<file path="src/rtl/button_conditioner.sv">
// Button input stage: two-flop synchroniser, per-channel debounce, press/release edge pulses
// and a typematic move strobe, so a held button produces steady paddle motion.
module button_conditioner #(
  parameter int NUM_BUTTONS       = 4,
  parameter bit BUTTON_ACTIVE_LOW = 1'b1,
  parameter int DEBOUNCE_CYCLES   = 1_000_000,
  parameter int REPEAT_DELAY      = 25_000_000,
  parameter int REPEAT_PERIOD     = 5_000_000
) (
  input  logic                   clk,
  input  logic                   rst_n,
  input  logic [NUM_BUTTONS-1:0] btn_raw,
  output logic [NUM_BUTTONS-1:0] btn_level,
  output logic [NUM_BUTTONS-1:0] btn_press,
  output logic [NUM_BUTTONS-1:0] btn_release,
  output logic [NUM_BUTTONS-1:0] btn_move
);

  localparam int DB_W    = $clog2(DEBOUNCE_CYCLES + 1);
  localparam int RPT_MAX = (REPEAT_DELAY > REPEAT_PERIOD) ? REPEAT_DELAY : REPEAT_PERIOD;
  localparam int RC_W    = $clog2(RPT_MAX + 1);

  localparam logic [DB_W-1:0] DB_LAST     = DB_W'(DEBOUNCE_CYCLES - 1);
  localparam logic [DB_W-1:0] DB_ONE      = DB_W'(1);
  localparam logic [RC_W-1:0] DELAY_LAST  = RC_W'(REPEAT_DELAY - 1);
  localparam logic [RC_W-1:0] PERIOD_LAST = RC_W'(REPEAT_PERIOD - 1);
  localparam logic [RC_W-1:0] RC_ONE      = RC_W'(1);

  // Sync flops reset to the raw pin value meaning "not pressed".
  localparam logic [NUM_BUTTONS-1:0] RAW_IDLE = {NUM_BUTTONS{BUTTON_ACTIVE_LOW}};

  typedef enum logic [1:0] {
    IDLE   = 2'd0,
    HOLD   = 2'd1,
    REPEAT = 2'd2
  } rpt_state_t;

  logic [NUM_BUTTONS-1:0] sync1_reg;
  logic [NUM_BUTTONS-1:0] sync2_reg;
  logic [NUM_BUTTONS-1:0] btn_sync;

  always_ff @(posedge clk or negedge rst_n) begin
    if (!rst_n) begin
      sync1_reg <= RAW_IDLE;
      sync2_reg <= RAW_IDLE;
    end else begin
      sync1_reg <= btn_raw;
      sync2_reg <= sync1_reg;
    end
  end

  assign btn_sync = BUTTON_ACTIVE_LOW ? ~sync2_reg : sync2_reg;

  genvar gi;
  generate
    for (gi = 0; gi < NUM_BUTTONS; gi++) begin : g_chan
      logic            level_reg, level_next;
      logic            prev_reg;
      logic            press_reg;
      logic            release_reg;
      logic [DB_W-1:0] db_cnt_reg, db_cnt_next;
      rpt_state_t      state_reg, state_next;
      logic [RC_W-1:0] rcnt_reg, rcnt_next;
      logic            move_reg, move_next;
      logic            rise;
      logic            fall;

      // Any sample that agrees with the accepted level restarts the stability count.
      always_comb begin
        db_cnt_next = '0;
        level_next  = level_reg;
        if (btn_sync[gi] != level_reg) begin
          if (db_cnt_reg == DB_LAST) begin
            level_next = ~level_reg;
          end else begin
            db_cnt_next = db_cnt_reg + DB_ONE;
          end
        end
      end

      assign rise = level_reg & ~prev_reg;
      assign fall = ~level_reg & prev_reg;

      always_ff @(posedge clk or negedge rst_n) begin
        if (!rst_n) begin
          db_cnt_reg  <= '0;
          level_reg   <= 1'b0;
          prev_reg    <= 1'b0;
          press_reg   <= 1'b0;
          release_reg <= 1'b0;
        end else begin
          db_cnt_reg  <= db_cnt_next;
          level_reg   <= level_next;
          prev_reg    <= level_reg;
          press_reg   <= rise;
          release_reg <= fall;
        end
      end

      always_ff @(posedge clk or negedge rst_n) begin
        if (!rst_n) begin
          state_reg <= IDLE;
          rcnt_reg  <= '0;
          move_reg  <= 1'b0;
        end else begin
          state_reg <= state_next;
          rcnt_reg  <= rcnt_next;
          move_reg  <= move_next;
        end
      end

      // A released level forces IDLE ahead of any strobe that happens to be due.
      always_comb begin
        state_next = state_reg;
        rcnt_next  = rcnt_reg;
        if (!level_reg) begin
          state_next = IDLE;
          rcnt_next  = '0;
        end else begin
          case (state_reg)
            IDLE: begin
              rcnt_next = '0;
              if (rise) state_next = HOLD;
            end
            HOLD: begin
              if (rcnt_reg == DELAY_LAST) begin
                state_next = REPEAT;
                rcnt_next  = '0;
              end else begin
                rcnt_next = rcnt_reg + RC_ONE;
              end
            end
            REPEAT: begin
              if (rcnt_reg == PERIOD_LAST) rcnt_next = '0;
              else                         rcnt_next = rcnt_reg + RC_ONE;
            end
            default: begin
              state_next = IDLE;
              rcnt_next  = '0;
            end
          endcase
        end
      end

      always_comb begin
        move_next = 1'b0;
        if (level_reg) begin
          case (state_reg)
            IDLE:    move_next = rise;
            HOLD:    move_next = (rcnt_reg == DELAY_LAST);
            REPEAT:  move_next = (rcnt_reg == PERIOD_LAST);
            default: move_next = 1'b0;
          endcase
        end
      end

      assign btn_level[gi]   = level_reg;
      assign btn_press[gi]   = press_reg;
      assign btn_release[gi] = release_reg;
      assign btn_move[gi]    = move_reg;
    end
  endgenerate

endmodule

</file>
<file path="config.mk">
export PLATFORM = sky130hd
export DESIGN_NAME = button_conditioner
export DESIGN_NICKNAME = d
export VERILOG_FILES = /design/src/rtl/button_conditioner.sv
export SDC_FILE = /design/constraint.sdc
export NUM_CORES = 1
export LEC_CHECK = 0
export ABC_AREA = 1
export BUFFER_PORTS_ARGS = -buffer_cell sky130_fd_sc_hd__buf_2
export CAP_MARGIN = 20
export CORE_MARGIN = 2
export CORE_UTILIZATION = 60
export CTS_CLUSTER_DIAMETER = 60
export DETAILED_ROUTE_END_ITERATION = 6
export PLACE_DENSITY = 0.79
export SLEW_MARGIN = 20
export SYNTH_ARGS = -nofsm -noshare
export SYNTH_HDL_FRONTEND = slang
export SYNTH_SLANG_ARGS = --single-unit
</file>
<file path="constraint.sdc">
create_clock -name clk -period 4.41 [get_ports clk]
set_input_delay 0.2205 -clock clk [delete_from_list [all_inputs] [get_ports clk]]
set_output_delay 0.2205 -clock clk [all_outputs]
set_load 0.005 [all_outputs]
</file>
# Yosys cells after proc, flatten, opt, wreduce, memory -nomap -nowiden
# Cells that the tools add are included.
[totals]
regBits = 216
out_inout_bits = 16
inputBits = 6
[op_classes]
reduce_logical = 12
add_sub_neg = 8
n_eq_ne = 36
n_mux = 48
bitwise_logic = 17
[ops]
columns = ["op", "n"]
rows = [
  ["$mux W25", 12],
  ["$pmux W25 S2", 4],
  ["$mux W20", 8],
  ["$add A25 B1 Y25 const B", 4],
  ["$eq A25 B23 Y1 const B", 4],
  ["$eq A25 B25 Y1 const B", 4],
  ["$add A20 B1 Y20 const B", 4],
  ["$eq A20 B20 Y1 const B", 4],
  ["$mux W2", 12],
  ["$ne A3 B3 Y1 const B", 8],
  ["$pmux W2 S3", 4],
  ["$pmux W1 S3", 4],
  ["$reduce_and A3 Y1", 4],
  ["$and A1 B1 Y1", 8],
  ["$eq A2 B1 Y1 const B", 4],
  ["$eq A2 B2 Y1 const B", 4],
  ["$logic_not A2 Y1", 4],
  ["$ne A2 B2 Y1 const B", 4],
  ["$not A1 Y1", 8],
  ["$reduce_and A2 Y1", 4],
  ["$mux W1", 4],
  ["$ne A1 B1 Y1", 4],
  ["$not A4 Y4", 1],
]

# Logic depth before layout (Yosys ltp)
# Gate-level depths: netlist (run 1).
[logic_depth]
ltp_word = 5
mapped_depth = 11

# Worst setup path before layout (run 1)
# Ideal clock, no wire load.
[synth_timing]
path_type = "flip-flop to flip-flop"
from = "register g_chan[2].rcnt_reg[0]"
to = "register g_chan[2].rcnt_reg[19]"
slack_ns = 2.911
setup_time_ns = 0.120
stages_incl_launch_ff = 12
n_path_buf = 1
period_less_slack_ns = 1.499
arrival_time_ns = 1.379
cell_sequence = "dfrtp_1 -> ha_1 -> nand3_2 -> inv_2 -> nand2_1 -> inv_1 -> nand4_1 -> nand2_1 -> nand2_1 -> nand2_4 -> buf_6 -> nor2_1"
[synth_via]
elab_chain_len = 4
[synth_lines]
columns = ["item", "line", "source"]
rows = [
  ["start: declaration", "63", "logic [RC_W-1:0] rcnt_reg, rcnt_next;"],
  ["start signal: assignment", "107", "rcnt_reg <= rcnt_next;"],
  ["$add A25 B1 Y25 (tied with other cells)", "130, 135", ""],
  ["$mux W25 (on tied branches)", "134, 126", ""],
  ["$pmux W25 S2 (*)", "120", "case (state_reg)"],
  ["$mux W25 (*)", "116", "if (!level_reg) begin"],
  ["net g_chan[2].rcnt_next[19]", "63", ""],
]
# Mark *: on every way through the listed nets, which the timed path passes. The rest lies on a longest branch.
# A chain may end at the register's enable or synchronous reset.

# Worst setup path after layout (run 1)
[layout_timing]
from = "register g_chan[3].rcnt_reg[0]"
to = "register g_chan[3].rcnt_reg[2]"
[layout_via]
elab_chain_len = 4
[layout_lines]
columns = ["item", "line"]
rows = [
  ["start: declaration", "63"],
  ["start signal: assignment", "107"],
  ["$add A25 B1 Y25 (tied with other cells)", "130, 135"],
  ["$mux W25 (on tied branches)", "134, 126"],
  ["$pmux W25 S2 (*)", "120"],
  ["$mux W25 (*)", "116"],
  ["net g_chan[3].rcnt_next[2]", "63"],
]
# Marks and branches as above.

==> results of run 1 <==
## logic make-up after synthesis
logic type	after synthesis
AO/OA/AOI/OAI	39
buffers and inverters	242
multiplexers	2
flip-flops	216
XOR/XNOR	112
adder cells (fa/ha/maj)	28
AND/OR/NAND/NOR	1002
## worst register-to-register path: stages, from the launching register on
cell,delay (ns)
dfrtp_1,0.40
ha_1,0.23
nand3_1,0.11
inv_1,0.09
nand2_2,0.09
inv_1,0.06
nand3_1,0.08
nand2_1,0.08
nand2_2,0.08
nand3_4,0.32
nor2_1,0.22
## cell type report
type | instances | area (um^2) | share of cell area
inverters | 212 | 796 | 0.0572
repair buffers | 29 | 188 | 0.0135
clock buffers | 30 | 684 | 0.0492
well taps | 275 | 344 | 0.0247
multi-input cells | 1183 | 6240 | 0.449
clock inverters | 14 | 233 | 0.0167
flip-flops and latches | 216 | 5420 | 0.389
## layer usage
metal	wire length, um	GRT usage
met5	0	0
met4	516	0.0605
met3	963	0.0302
met2	12200	0.405
met1	11500	0.310
## how the worst min path moves through the flow
| stage | from | end | slack [ns] |
|---|---|---|---|
| final | rst_n | g_chan[0].rcnt_reg[5] | 0.35 |
| after global routing | btn_raw[2] | sync1_reg[2] | 0.35 |
| after CTS | btn_raw[0] | sync1_reg[0] | 0.34 |
| after detailed placement | btn_raw[3] | sync1_reg[3] | 0.33 |
| after global placement | btn_raw[3] | sync1_reg[3] | 0.33 |
| after floorplan | rst_n | g_chan[0].db_cnt_reg[0] | -0.08 |
## placed cells by master (no fill, tap or decap), drive strengths merged
cell and count:
a211oi 2, a21oi 19, a31oi 2, and2 2
and3 1, buf 24, bufinv 6, clkbuf 30
clkinv 7, clkinvlp 2, dfrtp 208, dfstp 8
dlygate4sd3 5, ha 28, inv 211, mux2i 2
nand2 357, nand3 116, nand3b 6, nand4 58
nor2 388, nor3 67, nor3b 3, nor4 1
o21a 1, o21ai 11, o21bai 3, o22ai 1
or2 3, xnor2 28, xor2 84
## power by group
| part | switching, mW | total (mW) | internal, mW |
|---|---|---|---|
| clock network | 0.808 | 2.26 | 1.45 |
| registers | 0.00961 | 2.01 | 2.00 |
| logic | 0.0640 | 0.0842 | 0.0202 |
## through the flow
step | setup slack, ns | utilization | cell area, um^2 | hold slack (ns)
final | 2.57 | 0.666 | 13900 | 0.348
after global routing | 2.38 | 0.666 | 13900 | 0.347
after global placement | 2.65 | 0.619 | 12900 | 0.328
after detailed placement | 2.55 | 0.619 | 12900 | 0.332
after CTS | 2.54 | 0.666 | 13900 | 0.342
after floorplan | 2.91 | - | 12700 | -0.0751
==> impl_results.md, run 1 <==
* Max FFs per register at 100
* Ys async rst share at 1.00
* Synth Area in Simple Gates at 0.368
* Worst path max stage delay at 0.40 ns
* Synth unique cells at 45
* Diode count at 0
* Die Y at 150 um
* Root Buffer: clkbuf_16
* Count of antenna-violating nets left after detailed routing at 0
* Min-Delay Path Class: input pin to asynchronous set/reset pin
* Period utilisation layout at 0.418
* Post-synth top area share at 0.410
* Setup crit start: g_chan[3].rcnt_reg[0]
* Crit Reg-Reg Endpoint: g_chan[3].rcnt_reg[2]
* Sink Count at 216
* Largest net degree at the start of global routing at 119
* Syn avg cell area at 7.74 um^2
* Top cells by area, synth: dfrtp_1, nor2_1, nand2_1
* Setup bufs post-CTS at 0
* Layout cell share with drive strength beyond 1 at 0.119
* Initial Utilization at 0.608
* DR WL/cell at 12.9 um
* CTS Hold Bufs at 5
* CP top delay family: simple AND/OR/NAND/NOR gates
* Critical Path AT at 2.28 ns
* FP Rows at 53
* DR pass1 iterations at 5
* Reg-to-reg setup timing slack at 2.57 ns
* Vias/cell at 5.25
* Htree depth at 1
* Share of the yosys chip area belonging to registers at 0.426
* Fillers at 1705
* Commonest cells in the synthesized netlist: nor2_1, nand2_1, dfrtp_1
* Count leader, synth: nor2_1
* Critical Path Source Type: flop
* Critical path endpoint category: flop
* Post-Layout Cell Count at 1959
* Synth Warn # at 0
* Primary FF master, synth: dfrtp_1
* Post-CTS sizing at 0
* Layout net count at 1700
* Max Cap Violations at 0
* Fmax at 0.543 GHz
* RR Startpoint: g_chan[3].rcnt_reg[0]
* Horiz. Die Dim at 150 um
* Seq cells post-synth at 216
* Number of flops mapped to enable cells by yosys at 0
* Clock skew at 0.0102 ns
* CTS clock-pin slew for the worst setup and hold paths at 0.06 ns
* Initial DRC count at 630
* Post-Synth Adder-Cell Area at 0.0276
* CTS tree: done
* Power, Total at 4.35 mW
* CP bufs+invs at 2
* GRT Total Usage at 0.233
* PortBufs at 21
* XOR/XNOR share of the synthesized area at 0.0778
* Die area at 0.0224 mm^2
* Vias in the first global route at 9956
* Post-synthesis compound-gate area fraction at 0.0168
* Final HPWL DP at 18000 um
* Max Buffers Root-to-Sink at 3
* Final setup viols at 0
* Hold Fails Final Rpt at 0
* Cell count after placement at 1910
* Worst vdd ir at 327 uV
* Worst path depth at 10
* Power Density at 313 mW/mm^2
* Antenna violations before repair at 0
* Slowest cell on the critical path: dfrtp_1
* First-pass GRT wire length at 44100 um
* Number of buffers created by CTS at 24
* Netlist Area Pre-Place at 0.0127 mm^2
* Critical Path RT at 4.84 ns
* Worst Tran Pin Value at 0.880 ns
* Fin crit period at 1.84 ns
* Status: complete, no violations
* Reg2Reg Depth at 10
* DRC at 0
* Crit Path Class: flop to flop
* Setup TNS at 0 ns
* Cell Chain, Critical Path: ha_1 -> nand3_1 -> inv_1 -> nand2_2 -> inv_1 -> nand3_1 -> nand2_1 -> nand2_2 -> nand3_4 -> nor2_1
* RePlAce Congestion at 0.901
* Worst setup path end: g_chan[3].rcnt_reg[2]
* Syn nets at 1675
* Worst-Skew Late Latency at 0.52 ns
* Main combinational cell family by area after synthesis: simple AND/OR/NAND/NOR gates
* Slew Limit Fails at 0
* Crit Path Max Fanout at 25
* Mux contribution to synthesized area at 0.00158
* Worst rel slew slack at 0.414
* Remaining Overflow, GRT at 0
* Post-Syn Instances at 1641
* Via count at 10284
* # IOs at 22
* CORE AREA at 0.0209 mm^2
* Area Overhead vs Synth at 9.41%
* Synth area leader: dfrtp_1
* Final wirelength at 25200 um
* RSZ-0062 raised after global routing: false
* Leak at 6.07 nW
Power figures use the tool's default switching activity.
==> inputs of run 2 (changes only) <==
--- a/config.mk
+++ b/config.mk
@@ -9,7 +9,7 @@
 export BUFFER_PORTS_ARGS = -buffer_cell sky130_fd_sc_hd__buf_2
 export CAP_MARGIN = 20
 export CORE_MARGIN = 2
-export CORE_UTILIZATION = 60
+export CORE_UTILIZATION = 58
 export CTS_CLUSTER_DIAMETER = 60
 export DETAILED_ROUTE_END_ITERATION = 6
 export PLACE_DENSITY = 0.79
==> constraint.sdc (replaced) <==
create_clock -name clk -period 1.65 [get_ports clk]
set_input_delay 0.0825 -clock clk [delete_from_list [all_inputs] [get_ports clk]]
set_output_delay 0.0825 -clock clk [all_outputs]
set_load 0.005 [all_outputs]
==> impl_results.md, run 2 (synthesis results as in run 1) <==
* Critical Path Source Type: flop
* RSZ-0062 raised after global routing: true
* Vias in the first global route at 10217
* First-pass GRT wire length at 46600 um
* Worst Tran Pin Value at 0.508 ns
* GRT Total Usage at 0.232
* Worst vdd ir at 789 uV
* Hold Fails Final Rpt at 0
* CTS tree: done
* Horiz. Die Dim at 152 um
* Max FFs per register at 100
* Area Overhead vs Synth at 15.8%
* Max Buffers Root-to-Sink at 3
* Htree depth at 1
* CTS clock-pin slew for the worst setup and hold paths at 0.06 ns
* Die Y at 152 um
* CORE AREA at 0.0217 mm^2
* Fmax at 0.613 GHz
* Remaining Overflow, GRT at 0
* Final Util at 0.679
* Final wirelength at 27800 um
* Slew Limit Fails at 0
* RePlAce Congestion at 0.931
* Fin crit period at 1.63 ns
* Antenna violations before repair at 0
* Root Buffer: clkbuf_16
* Net Sw Frac at 0.217
* Final setup margin at 0.0186 ns
* Cell Chain, Critical Path: nor3_2 -> nand2_1 -> nor2_1 -> nand3_2 -> nand2_1 -> nand2_2 -> nand2_4 -> buf_12 -> nor2_1
* Final HPWL DP at 19100 um
* Initial DRC count at 836
* Combinational Power Share at 0.024
* Worst path max stage delay at 0.44 ns
* Clock network power share at 0.498
* PortBufs at 21
* Period utilisation layout at 0.989
* Die area at 0.0231 mm^2
* Status: complete, no violations
* Clock skew at 0.0143 ns
* Setup TNS at 0 ns
* Via count at 10707
* Psw at 2.45 mW
* DR WL/cell at 13.7 um
* Leak at 6.43 nW
* Vias/cell at 5.28
* Count of antenna-violating nets left after detailed routing at 0
* Sequential power share at 0.478
* Slowest cell on the critical path: dfrtp_2
* Layout net count at 1762
* Initial Utilization at 0.586
* Critical path endpoint category: flop
* Critical Path RT at 2.07 ns
* Pre-CTS setup slack at 0.00673 ns
* DRC at 0
* Critical Path AT at 2.05 ns
* Sink Count at 216
* Worst-Skew Late Latency at 0.54 ns
* Final setup viols at 0
* FP Rows at 54
* Most frequent cells in the layout: nand2_1, nor2_1, dfrtp_1
* Cell count after placement at 1952
* Crit Path Class: flop to flop
* Max Cap Violations at 0
* Min-Delay Path Class: input pin to asynchronous set/reset pin
* Commonest non-fill, non-tap cell in the layout: nand2_1
* Pint at 8.81 mW
* Power Density at 764 mW/mm^2
* CP bufs+invs at 1
* Design Area, Final at 0.0147 mm^2
* Final hold slack at 0.0145 ns
* Crit Path Max Fanout at 11
* Worst rel slew slack at 0.659
* DR pass1 iterations at 5
* Diode count at 0
* Largest net degree at the start of global routing at 48
* Post-Layout Cell Count at 2028
* CP top delay family: simple AND/OR/NAND/NOR gates
* DP Area at 0.0133 mm^2
* # IOs at 22
* Number of buffers created by CTS at 26
* Layout cell share with drive strength beyond 1 at 0.174
* Power, Total at 11.3 mW
## run 2: changes by cell type in the layout (fill, tap and decap cells not counted), moves of 7 or more
cell and change:
nand2_1 -8, inv_1 -7, buf_4 +47, clkbuf_1 +10
dfrtp_2 +7, dfrtp_1 -7, nor2_4 +8, buf_12 +8
nor2_1 -12
## run 2: power by group through the flow
stage               combinational, mW  sequential [mW]  clock, mW
finish                          0.269             5.38       5.61
global route                    0.312             5.37       5.92
CTS                             0.266             5.37       5.71
detailed placement              0.255             5.46          0
global placement                0.248             5.46          0
floorplan                      0.0831             5.46          0
## run 2: worst register-to-register path, delay by kind of cell (launching register included)
family	cells	cell delay, ns
flip-flops	1	0.44
AND/OR/NAND/NOR	8	0.93
buffers and inverters	1	0.14
## run 2: worst paths after layout
check	startpoint	endpoint	slack [ns]	depth (start not counted)
min	rst_n	g_chan[0].db_cnt_reg[14]	0.01	2
min in group clk	btn_raw[2]	sync1_reg[2]	0.18	2
max	g_chan[1].rcnt_reg[13]	g_chan[1].rcnt_reg[13]	0.02	9
max in group asynchronous	rst_n	sync1_reg[0]	1.00	3
min reg2reg	sync1_reg[1]	sync2_reg[1]	0.36	0
max reg2reg	g_chan[1].rcnt_reg[13]	g_chan[1].rcnt_reg[13]	0.02	9
## run 2: cell type report
cell class / instances / area (um^2)
Clock buffer: 40 / 733
Clock inverter: 8 / 111
Fill cell: 1641 / 6970
Inverter: 212 / 798
Multi-Input combinational cell: 1186 / 6550
Sequential cell: 216 / 5420
Tap cell: 280 / 350
Timing Repair Buffer: 86 / 751
## run 2: timing repair
action	4_1_cts	5_1_grt
hold buffers	5	0
hold endpoints to repair	215	0
endpoints found under the setup margin	6	120
cloned	0	5
resized for setup	1	73
pin swaps	0	25
setup buffers	0	18
## run 2: layer usage
layer | vias to the layer above | part of all wire | track usage
met4 | 0 | 0.024 | 0.0659
met2 | 281 | 0.49 | 0.381
met5 | - | 0 | 0
met3 | 52 | 0.044 | 0.0299
met1 | 5066 | 0.44 | 0.326
li1 | 5308 | - | -
==> inputs of run 3 (changes only) <==
--- a/config.mk
+++ b/config.mk
@@ -5,14 +5,13 @@
 export SDC_FILE = /design/constraint.sdc
 export NUM_CORES = 1
 export LEC_CHECK = 0
-export ABC_AREA = 1
 export BUFFER_PORTS_ARGS = -buffer_cell sky130_fd_sc_hd__buf_2
 export CAP_MARGIN = 20
 export CORE_MARGIN = 2
-export CORE_UTILIZATION = 58
+export CORE_UTILIZATION = 57
 export CTS_CLUSTER_DIAMETER = 60
 export DETAILED_ROUTE_END_ITERATION = 6
-export PLACE_DENSITY = 0.79
+export PLACE_DENSITY = 0.78
 export SLEW_MARGIN = 20
 export SYNTH_ARGS = -nofsm -noshare
 export SYNTH_HDL_FRONTEND = slang
==> impl_results.md, run 3 <==
* Status: finished with violations
* Failing checks: negative setup slack
* Pre-CTS setup slack at -0.532 ns
* Max Cap Violations at 0
* Critical Path RT at 2.05 ns
* Primary FF master, synth: dfrtp_1
* Synth unique cells at 53
* RSZ-0062 raised after global routing: true
* Post-synth top area share at 0.488
* Pint at 8.65 mW
* Sequential Area at 0.00542 mm^2
* Critical Path AT at 2.64 ns
* Leak at 6.29 nW
* Period utilisation layout at 1.36
* Ys async rst share at 1.00
* Synth Warn # at 0
* Psw at 2.42 mW
* Root Buffer: clkbuf_16
* DR WL/cell at 18.6 um
* Worst vdd ir at 741 uV
* Diode count at 0
* Max FFs per register at 100
* RR Startpoint: g_chan[1].rcnt_reg[23]
* Initial DRC count at 731
* Horiz. Die Dim at 141 um
* Reg2Reg Depth at 7
* Commonest cells in the synthesized netlist: nor2_1, dfrtp_1, xor2_1
* Hold Fails Final Rpt at 0
* Final wirelength at 29000 um
* Worst-Skew Late Latency at 0.53 ns
* Reg-to-reg setup timing slack at -0.59 ns
* Area Overhead vs Synth at 35.4%
* Clock network power share at 0.487
* Antenna violations before repair at 0
* First-pass GRT wire length at 42800 um
* DRC at 0
* Crit Path Class: flop to flop
* Met2 Wirelength at 14900 um
* Worst Tran Pin Value at 0.494 ns
* Crit Reg-Reg Endpoint: g_chan[1].state_reg[0]
* Worst rel slew slack at 0.667
* Count of antenna-violating nets left after detailed routing at 0
* Vias/cell at 5.87
* Commonest non-fill, non-tap cell in the layout: dfrtp_1
* Layout net count at 1340
* RePlAce Congestion at 0.842
* Critical path endpoint category: flop
* Count leader, synth: nor2_1
* FP Rows at 50
* Final hold slack at 0.0713 ns
* Netlist Area Pre-Place at 0.0107 mm^2
* Sink Count at 216
* Final setup viols at 113
* Number of buffers created by CTS at 24
* Power Density at 766 mW/mm^2
* Clock skew at 0.0134 ns
* Via count at 9147
* Sequential power share at 0.486
* Post-Syn Instances at 1080
* Syn nets at 1114
* Max Used Layer: met4
* PortBufs at 21
* Fmax at 0.446 GHz
* Final setup margin at -0.590 ns
* WL met3 at 1400 um
* Synth area leader: dfrtp_1
* Multi-input logic area at 0.00579 mm^2
* Net Sw Frac at 0.218
* Slew Limit Fails at 0
* Syn avg cell area at 9.88 um^2
* Remaining Overflow, GRT at 0
* Fillers at 1003
* CTS tree: done
* Die Y at 141 um
* Top cells by area, synth: dfrtp_1, xor2_1, nor2_1
* Number of flops mapped to enable cells by yosys at 0
* Layout cell share with drive strength beyond 1 at 0.335
* Seq cells post-synth at 216
* Max Buffers Root-to-Sink at 3
* CTS clock-pin slew for the worst setup and hold paths at 0.06 ns
* CORE AREA at 0.0185 mm^2
* Most frequent cells in the layout: dfrtp_1, buf_4, nor2_1
* Share of the yosys chip area belonging to registers at 0.508
* DR pass1 iterations at 6
* Combinational Power Share at 0.027
* Die area at 0.0198 mm^2
* Fin crit period at 2.24 ns
* Worst setup path end: g_chan[1].state_reg[0]
* Setup crit start: g_chan[1].rcnt_reg[23]
* Final HPWL DP at 14800 um
* DRT met1 WL at 11500 um
* Min-Delay Path Class: input pin to asynchronous set/reset pin
* GRT Total Usage at 0.261
* Final Util at 0.780
* # IOs at 22
* Vias in the first global route at 9115
* Largest net degree at the start of global routing at 58
* Initial Utilization at 0.576
* Crit Path Max Fanout at 4
* Htree depth at 1
* Critical Path Source Type: flop
==> run 3: per-stage QoR <==
step | cells | setup TNS, ns | area [um^2] | total power [mW]
floorplan | 1080 | -29.10 | 10900 | 5.55
global placement | 1465 | -31.00 | 12400 | 5.72
detailed placement | 1465 | -34.55 | 12400 | 5.72
CTS | 1537 | -38.78 | 13900 | 11.1
global route | 1558 | -57.85 | 14400 | 11.4
finish | 1558 | -51.41 | 14400 | 11.1
==> run 3: critical path, cell delays in order (launching register included) <==
cell and delay, ns:
dfrtp_1 0.37, or4b_1 0.53, or4_4 0.59, nor3_4 0.22, buf_6 0.15, buf_6 0.10
o31ai_2 0.05, o311a_1 0.11
==> run 3: layout make-up <==
class,instances,share of cell area
clock buffer,36,0.0503
clock inverter,8,0.00485
inverter,32,0.00832
multi-input combinational,803,0.401
sequential,216,0.375
tap,234,0.0203
timing repair buffer,229,0.141
==> run 3: power by group through the flow <==
stage	Clock [mW]	Sequential [mW]	Combinational, mW
floorplan	0	5.46	0.0856
global placement	0	5.46	0.254
detailed placement	0	5.46	0.262
CTS	5.40	5.37	0.283
global route	5.67	5.37	0.343
finish	5.39	5.37	0.303
==> run 3: kinds of logic after synthesis <==
family          share of synthesized area
fa+ha+maj                          0.0328
compound gates                     0.0250
simple gates                        0.259
buf+inv                            0.0334
flops                               0.508
mux                               0.00469
xor+xnor                            0.138
==> run 3: timing repair <==
action,in CTS,in global routing
setup endpoints to repair,149,182
gates cloned,13,5
hold endpoints to repair,212,0
hold buffers,5,0
buffers inserted,11,23
pin swaps,16,55
gates resized for setup,86,124
==> run 3: routing by layer <==
metal  up-vias  global-route usage
li1       4145                   -
met2       325               0.454
met1      4552               0.328
met5         -                   0
met3       125              0.0431
met4         0               0.102
==> run 3: worst min-delay path by stage <==
stage,from,to,cells after the start
4_1_cts,rst_n,g_chan[2].rcnt_reg[20],2
6_report,rst_n,g_chan[2].rcnt_reg[20],2
2_1_floorplan,rst_n,g_chan[0].db_cnt_reg[0],0
3_3_place_gp,rst_n,g_chan[2].rcnt_reg[20],1
5_1_grt,rst_n,g_chan[2].rcnt_reg[20],2
3_5_place_dp,rst_n,g_chan[2].rcnt_reg[20],1
